`src/rtl/mem_pkg.sv`:
```
// Shared types for the memory access controller: size codes, FSM states,
// and the alignment check.
package mem_pkg;

    localparam logic [1:0] SZ_BYTE  = 2'b00;
    localparam logic [1:0] SZ_HALF  = 2'b01;
    localparam logic [1:0] SZ_WORD  = 2'b10;
    localparam logic [1:0] SZ_DWORD = 2'b11;

    typedef enum logic [2:0] {
        ST_IDLE,
        ST_SETUP,
        ST_ACCESS,
        ST_RELEASE,
        ST_FINISH
    } state_t;

    function automatic logic misaligned(input logic [1:0] sz,
                                        input logic [2:0] a);
        logic bad;
        bad = 1'b0;
        unique case (sz)
            SZ_BYTE:  bad = 1'b0;
            SZ_HALF:  bad = a[0];
            SZ_WORD:  bad = |a[1:0];
            SZ_DWORD: bad = |a[2:0];
            default:  bad = 1'b0;
        endcase
        return bad;
    endfunction

endpackage

```
`src/rtl/mem_access_ctrl_mfc_sync.sv`:
```
// Multi-flop synchronizer bringing the RAM's asynchronous MFC into clk.
// Chain is cleared by the synchronous active-low reset.
module mfc_sync #(
    parameter int STAGES = 2
) (
    input  logic clk,
    input  logic reset_n,
    input  logic mfc,
    output logic mfc_s
);

    logic [STAGES-1:0] chain;

    always_ff @(posedge clk) begin
        if (!reset_n) chain <= '0;
        else          chain <= {chain[STAGES-2:0], mfc};
    end

    assign mfc_s = chain[STAGES-1];

endmodule

```
`src/rtl/mem_access_ctrl.sv`:
```
// CPU-to-RAM bus master: single-cycle request to Enable/MFC four-phase handshake.
// Optional MFC watchdog enabled by defining MEM_TIMEOUT_EN.
module mem_access_ctrl
    import mem_pkg::*;
#(
    parameter int ADDR_W         = 8,
    parameter int SYNC_STAGES    = 2,
    parameter int TIMEOUT_CYCLES = 64
) (
    input  logic              clk,
    input  logic              reset_n,
    input  logic              req,
    input  logic              we,
    input  logic [ADDR_W-1:0] addr,
    input  logic [1:0]        size,
    input  logic [63:0]       wdata,
    output logic [63:0]       rdata,
    output logic              busy,
    output logic              done,
    output logic              err,
    output logic              mem_enable,
    output logic              mem_rw,
    output logic [ADDR_W-1:0] mem_addr,
    output logic [1:0]        mem_size,
    output logic [31:0]       mem_din,
    input  logic [31:0]       mem_dout,
    input  logic              mfc
);

    state_t            state;
    state_t            nstate;
    logic              we_q;
    logic [ADDR_W-1:0] addr_q;
    logic [1:0]        size_q;
    logic [63:0]       wdata_q;
    logic              hi_done;
    logic              err_q;
    logic              mfc_s;
    logic              is_dw;
    logic              tmo;
    logic [31:0]       rd_mask;

    mfc_sync #(
        .STAGES (SYNC_STAGES)
    ) u_sync (
        .clk     (clk),
        .reset_n (reset_n),
        .mfc     (mfc),
        .mfc_s   (mfc_s)
    );

    assign is_dw = (size_q == SZ_DWORD);

`ifdef MEM_TIMEOUT_EN
    localparam int CW = $clog2(TIMEOUT_CYCLES + 1);

    logic [CW-1:0] tcnt;

    // Restart the watchdog on every state change so each MFC edge gets a full budget
    always_ff @(posedge clk) begin
        if (!reset_n)
            tcnt <= '0;
        else if (nstate != state)
            tcnt <= '0;
        else if (state == ST_ACCESS || state == ST_RELEASE)
            tcnt <= tcnt + CW'(1);
    end

    assign tmo = (tcnt == CW'(TIMEOUT_CYCLES - 1)) &&
                 ((state == ST_ACCESS && !mfc_s) ||
                  (state == ST_RELEASE && mfc_s));
`else
    logic unused_tmo;
    assign unused_tmo = ^TIMEOUT_CYCLES;
    assign tmo = 1'b0;
`endif

    always_comb begin
        rd_mask = '0;
        unique case (size_q)
            SZ_BYTE: rd_mask = {24'b0, mem_dout[7:0]};
            SZ_HALF: rd_mask = {16'b0, mem_dout[15:0]};
            default: rd_mask = mem_dout;
        endcase
    end

    always_ff @(posedge clk) begin
        if (!reset_n) state <= ST_IDLE;
        else          state <= nstate;
    end

    always_comb begin
        nstate = state;
        unique case (state)
            ST_IDLE: begin
                if (req)
                    nstate = misaligned(size, addr[2:0]) ? ST_FINISH : ST_SETUP;
            end
            ST_SETUP:
                nstate = ST_ACCESS;
            ST_ACCESS: begin
                if (mfc_s)    nstate = ST_RELEASE;
                else if (tmo) nstate = ST_FINISH;
            end
            ST_RELEASE: begin
                if (!mfc_s)
                    nstate = (is_dw && !hi_done) ? ST_SETUP : ST_FINISH;
                else if (tmo)
                    nstate = ST_FINISH;
            end
            ST_FINISH:
                nstate = ST_IDLE;
            default:
                nstate = ST_IDLE;
        endcase
    end

    always_ff @(posedge clk) begin
        if (!reset_n) begin
            we_q    <= 1'b0;
            addr_q  <= '0;
            size_q  <= '0;
            wdata_q <= '0;
            hi_done <= 1'b0;
            err_q   <= 1'b0;
            rdata   <= '0;
        end else begin
            if (state == ST_IDLE && req) begin
                we_q    <= we;
                addr_q  <= addr;
                size_q  <= size;
                wdata_q <= wdata;
                hi_done <= 1'b0;
                err_q   <= misaligned(size, addr[2:0]);
            end
            if (state == ST_ACCESS && mfc_s && !we_q) begin
                if (is_dw && !hi_done) rdata[63:32] <= mem_dout;
                else if (is_dw)        rdata[31:0]  <= mem_dout;
                else                   rdata        <= {32'b0, rd_mask};
            end
            if (state == ST_RELEASE && !mfc_s && is_dw && !hi_done) begin
                addr_q  <= addr_q + ADDR_W'(4);
                hi_done <= 1'b1;
            end
            if (tmo)
                err_q <= 1'b1;
        end
    end

    always_comb begin
        busy       = 1'b0;
        done       = 1'b0;
        err        = 1'b0;
        mem_enable = 1'b0;
        mem_rw     = 1'b0;
        mem_addr   = '0;
        mem_size   = '0;
        mem_din    = '0;
        unique case (state)
            ST_SETUP, ST_ACCESS, ST_RELEASE: begin
                busy       = 1'b1;
                mem_enable = (state == ST_ACCESS);
                mem_rw     = ~we_q;
                mem_addr   = addr_q;
                mem_size   = is_dw ? SZ_WORD : size_q;
                mem_din    = (is_dw && !hi_done) ? wdata_q[63:32]
                                                 : wdata_q[31:0];
            end
            ST_FINISH: begin
                done = 1'b1;
                err  = err_q;
            end
            default: ;
        endcase
    end

endmodule

```
`config.mk`:
```
export PLATFORM = sky130hd
export DESIGN_NAME = mem_access_ctrl
export DESIGN_NICKNAME = d
export VERILOG_FILES = /design/src/rtl/mem_pkg.sv /design/src/rtl/mem_access_ctrl_mfc_sync.sv /design/src/rtl/mem_access_ctrl.sv
export SDC_FILE = /design/constraint.sdc
export NUM_CORES = 1
export LEC_CHECK = 0
export ABC_AREA = 1
export BUFFER_PORTS_ARGS = -buffer_cell sky130_fd_sc_hd__buf_2
export CORE_ASPECT_RATIO = 1.4
export CORE_MARGIN = 5
export CORE_UTILIZATION = 45
export DETAILED_ROUTE_END_ITERATION = 8
export HOLD_SLACK_MARGIN = 0.1
export PLACE_DENSITY_LB_ADDON = 0.1
export SETUP_SLACK_MARGIN = 0.15
export SLEW_MARGIN = 0
export SYNTH_ARGS = -nofsm -noshare
export SYNTH_HDL_FRONTEND = slang
export SYNTH_SLANG_ARGS = --single-unit
```
`constraint.sdc`:
```
create_clock -name clk -period 1.8 [get_ports clk]
set_input_delay 0.18 -clock clk [delete_from_list [all_inputs] [get_ports clk]]
set_output_delay 0.18 -clock clk [all_outputs]
set_load 0.01 [all_outputs]
```
After elaboration in Yosys (flattened, before gate mapping)

Index checks and enable logic that the tools add are counted.

Bitwise operators: 2
Equal/unequal tests: 13
Multiplexer cells: 27
Reduce and logical (&&, ||, !) cells: 20
Add/sub/neg operators: 1

Operators with widths:

| operator                                                        | number |
|---|---|
| 32-bit two-way mux                                              | 5 |
| 32-bit one-hot mux with 2 select lines                          | 1 |
| 8-bit two-way mux                                               | 3 |
| 3-bit two-way mux                                               | 5 |
| 3-bit one-hot mux with 4 select lines                           | 1 |
| 1-bit two-way mux                                               | 9 |
| 8-bit by 3-bit adder with 8-bit output, second input constant   | 1 |
| 1-bit logical AND                                               | 7 |
| 2-bit == test, second input constant                            | 3 |
| 3-bit by 2-bit == test with 1-bit output, second input constant | 2 |
| 3-bit OR reduction                                              | 2 |
| 2-bit by 1-bit == test with 1-bit output, second input constant | 2 |
| 2-bit logical NOT                                               | 2 |
| 2-bit two-way mux                                               | 2 |
| 2-bit by 1-bit != test with 1-bit output, second input constant | 2 |
| 2-bit != test, second input constant                            | 2 |
| 1-bit one-hot mux with 4 select lines                           | 1 |
| 2-bit AND reduction                                             | 2 |
| 3-bit by 1-bit == test with 1-bit output, second input constant | 1 |
| 3-bit == test, second input constant                            | 1 |
| 1-bit logical NOT                                               | 3 |
| 3-bit logical NOT                                               | 1 |
| 3-bit AND reduction                                             | 1 |
| 1-bit NOT                                                       | 2 |
| other kinds (2)                                                 | 2 |

Output and inout port bits: 111
Input bits: 111
Bits in registers: 146
Logic and storage cells: 73

Depth between registers and ports, before layout

Depth after elaboration: 7
Gate-level depth with buffers: 8
Depth with buffers taken out: 8

Modules after synthesis

A second synthesis with hierarchy kept.

Cells, all modules: 810
Area, all modules: 5,881.9 µm²

By module, submodules not included:

| module          | seq. area each (µm²) | cells each | area each (µm²) | times used |
|---|---|---|---|---|
| mem_access_ctrl | 2,882.8              | 804        | 5,826.8         | 1 |
| mfc_sync        | 40.0                 | 6          | 55.1            | 1 |

Worst setup path after synthesis

OpenSTA, ideal clock, no wires.

Path type: flip-flop to output port
Start: register state[0]
End: output mem_din[10]
Path slack: 296 ps
Path buffers: 1
Required time: 1,620 ps
Stages on the path, launching flop included: 6
Arrival time: 1,324 ps
Cell sequence: dfxtp_1 nor2_1 nor2_1 clkbuf_1 o21ai_0 a21oi_1

Cells in the longest elaborated chain, start to end: 3
Elaborated cells on any way between the ends: 5
Those cells by class: eq/ne: 3; mux: 1; reduce/logical: 1

RTL lines:

| what                                                                                                        | RTL line               | RTL |
|---|---|---|
| start, declared                                                                                             | mem_access_ctrl.sv:30  | `state_t state;` |
| start signal, assigned                                                                                      | mem_access_ctrl.sv:89  | `else state <= nstate;` |
| 3-bit by 2-bit == test with 1-bit output / 3-bit by 1-bit == test with 1-bit output (equally long branches) | mem_access_ctrl.sv:159 | `unique case (state)` |
| 3-bit OR reduction (*)                                                                                      | mem_access_ctrl.sv:159 |  |
| 32-bit two-way mux (*)                                                                                      | mem_access_ctrl.sv:159 |  |
| end, declared                                                                                               | mem_access_ctrl.sv:25  | `output logic [31:0] mem_din,` |

Mark *: on every way between the ends. The rest lies on a longest branch, timed or not.

Worst setup path after layout

Start: register state[1]
End: output mem_din[9]

Same word-level chain as after synthesis.

==> impl_metrics.csv <==
group,metric,value,unit
floorplanning,die_x,106,µm
finish,mostFrequentLayoutCell,"buf_2",
timing,hold_viol,0,
floorplanning,die_h,145,µm
timing,drv_slew,0,
setup_path,worstPathArrival,1.60,ns
setup_path,slowest_stage,"dfxtp_4",
floorplanning,rows,49,
finish,drive_gt1_share,37.3,%
pwr,p_per_area,1270,nW/µm²
setup_path,crit_top_cell,"nor2_4",
detailed_routing,drt_first_pass_iters,5,
clocking,root_buffer,"clkbuf_16",
placement,hpwl,11700,µm
global_route,grt_pass1_vias,6660,
placement,portBuffers,221,
synth,ys_ff_latch,146,
floorplanning,initial_core_util,45.5,%
setup_path,worstSetupStartpointType,"flip-flop",
detailed_routing,dr_total_vias,6922,
setup_path,worst-path-stages,7,
clocking,clkTransAtPathRegs,0.07,ns
setup_path,cp_cell_sequence,"nor2_4 > nor2_4 > buf_6 > buf_8 > o21ai_4 > a21oi_2 > buf_2",
timing,slew_headroom,46.3,%
setup_path,cp.required,1.62,ns
global_route,grt_use_total,25.9,%
clocking,insertion_delay,0.42,ns
timing,setup_violations,0,
placement,dp.cells,1137,
setup_path,cp-end-kind,"output port",
finish,layout_common_cells,"212 x buf_2, 183 x nand2_1, 140 x dfxtp_1",
timing,rsz0062_at_grt,"yes",
pwr,leakage,4.42,nW
status,outcome,"finished clean",
min_path,hold_class,"input port to flip-flop",
timing,setup-tns-final,0,ns
floorplanning,boundaryPins,222,
min_path,hold_depth,5,
finish,finalInstanceArea,10000,µm²
timing,fmax,562,MHz
placement,place_ws,0.153,ns
synth,yosysUniqueCellTypes,22,
floorplanning,die-area,15400,µm²
setup_path,slowest_delay,0.36,ns
setup_path,r2r_cells,9,
global_route,antenna_found_initial,0,
placement,placed_cell_area,7080,µm²
finish,postLayoutCoreUtil,78.1,%
synth,avgSynthCellArea,7.26,µm²
clocking,cts_tree,"done",
synth,synthesis.area,5840,µm²
clocking,cts_max_level,4,
finish,stdcell_count,1308,
finish,fin_nets,1254,
timing,period_needed,1.78,ns
detailed_routing,wl_per_cell,16.7,µm
timing,fin_crit_sh,98.9,%
setup_path,crit_fanout,7,
clocking,cts_buffers,17,
floorplanning,coreArea,12800,µm²
synth,synthesis.nets,916,
pwr,ir_worst_vdd,0.00117,V
finish,diodes,0,
timing,clock_skew,0.0104,ns
global_route,grt_pass1_wl,31900,µm
clocking,cts_buffer_depth,2,
detailed_routing,drcViolationCount,0,
finish,areaGrowthSynthToFinish,71.6,%
flow_run,drv_cap,0,
detailed_routing,vias_per_cell,5.29,
detailed_routing,drt-initial-drc-count,381,
detailed_routing,finalWirelength,21900,µm
setup_path,critPathBufInv,3,
setup_path,path_delay_family,"buffers and inverters",
global_route,grt_overflow_total,0,
global_route,grt_start_max_net_pins,65,
finish,n_fill_cell,884,
detailed_routing,ant_nets,0,
setup_path,path_class,"flip-flop to output port",
synth,yosysWarnings,0,
timing,worstMarginPinSlew,0.805,ns
clocking,numClockSinks,146,
synth,ys_seq_area_share,50.1,%
timing,fin_ws,0.0205,ns
synth,synthCells,804,
placement,place.gp.congestion,0.830,
## cells by family after synthesis
group	after synthesis	synth area share [%]
buf+inv	118	8.06
compound gates	243	20.9
fa+ha+maj	1	0.214
simple gates	295	20.5
xor+xnor	1	0.150
flops	146	50.1
## per-stage QoR
| step | hold WS, ns | total power, mW |
|---|---|---|
| 2_1_floorplan | 0.278 | 6.21 |
| 5_1_grt | 0.220 | 13.4 |
| 3_3_place_gp | 0.391 | 7.32 |
| 4_1_cts | 0.191 | 11.9 |
| 3_5_place_dp | 0.396 | 7.35 |
| 6_report | 0.200 | 12.7 |
## cell usage after synthesis, drive strengths merged
library cell / instances / area share (%)
a22oi: 1 / 0.13
xor2: 1 / 0.15
inv: 60 / 3.9
nand2: 210 / 14
o211ai: 1 / 0.13
nor2: 32 / 2.1
o21ai: 74 / 6.3
dfxtp: 146 / 50
buf: 17 / 1.6
and3: 1 / 0.11
nand3: 48 / 4.2
clkbuf: 41 / 2.6
a21oi: 166 / 14
a31oi: 1 / 0.11
nor3: 2 / 0.36
ha: 1 / 0.21
nand4: 2 / 0.21
## flip-flops by register name, summed over array words and instances (netlist names), 2 cells and up
signal / count
addr_q: 8
rdata: 64
size_q: 2
state: 3
u_sync.chain: 2
wdata_q: 64
## worst reg2reg max path, stage by stage (launching register included)
cell	delay (ns)
dfxtp_2	0.32
inv_2	0.07
nand3_4	0.10
buf_8	0.17
clkbuf_16	0.18
buf_12	0.14
nor2_4	0.19
clkbuf_16	0.30
nand2_4	0.07
a21oi_2	0.12
## layout make-up
cell class                 count  area, µm²  area share (%)
multi-input combinational    540       3140            31.3
sequential                   146       2940            29.4
timing repair buffer         377       2940            29.3
clock buffer                  19        453            4.52
inverter                      60        239            2.39
tap                          153        191            1.91
clock inverter                13        115            1.15
## timing repair
item,in CTS,in global routing
buffers inserted,12,5
cloned,8,6
hold endpoints to repair,140,0
pin swaps,3,58
gates resized for setup,94,155
setup endpoints to repair,45,41
hold buffers,108,0
## layer usage
metal | up-vias | track usage (%) | routed length, µm
met1 | 3232 | 28.6 | 8270
met2 | 305 | 47.2 | 11400
met4 | 0 | 12.7 | 883
li1 | 3313 | - | -
met3 | 72 | 5.64 | 1350
met5 | - | 0 | 0
## power breakdown
| part | internal, mW | total [mW] | leakage [nW] | switching, mW |
|---|---|---|---|---|
| logic | 2.18 | 5.23 | 2.95 | 3.05 |
| clock network | 1.88 | 3.39 | 0.271 | 1.50 |
| registers | 3.79 | 4.12 | 1.19 | 0.326 |
## worst paths after layout
check | from | endpoint | slack, ns
worst max-delay path | state[1] | mem_din[9] | 0.02
worst min-delay path | req | state[1] | 0.20
worst max register to register | hi_done | rdata[49] | 0.07
worst min register to register | u_sync.chain[0] | u_sync.chain[1] | 0.42
(Power assumes the default switching activity.)
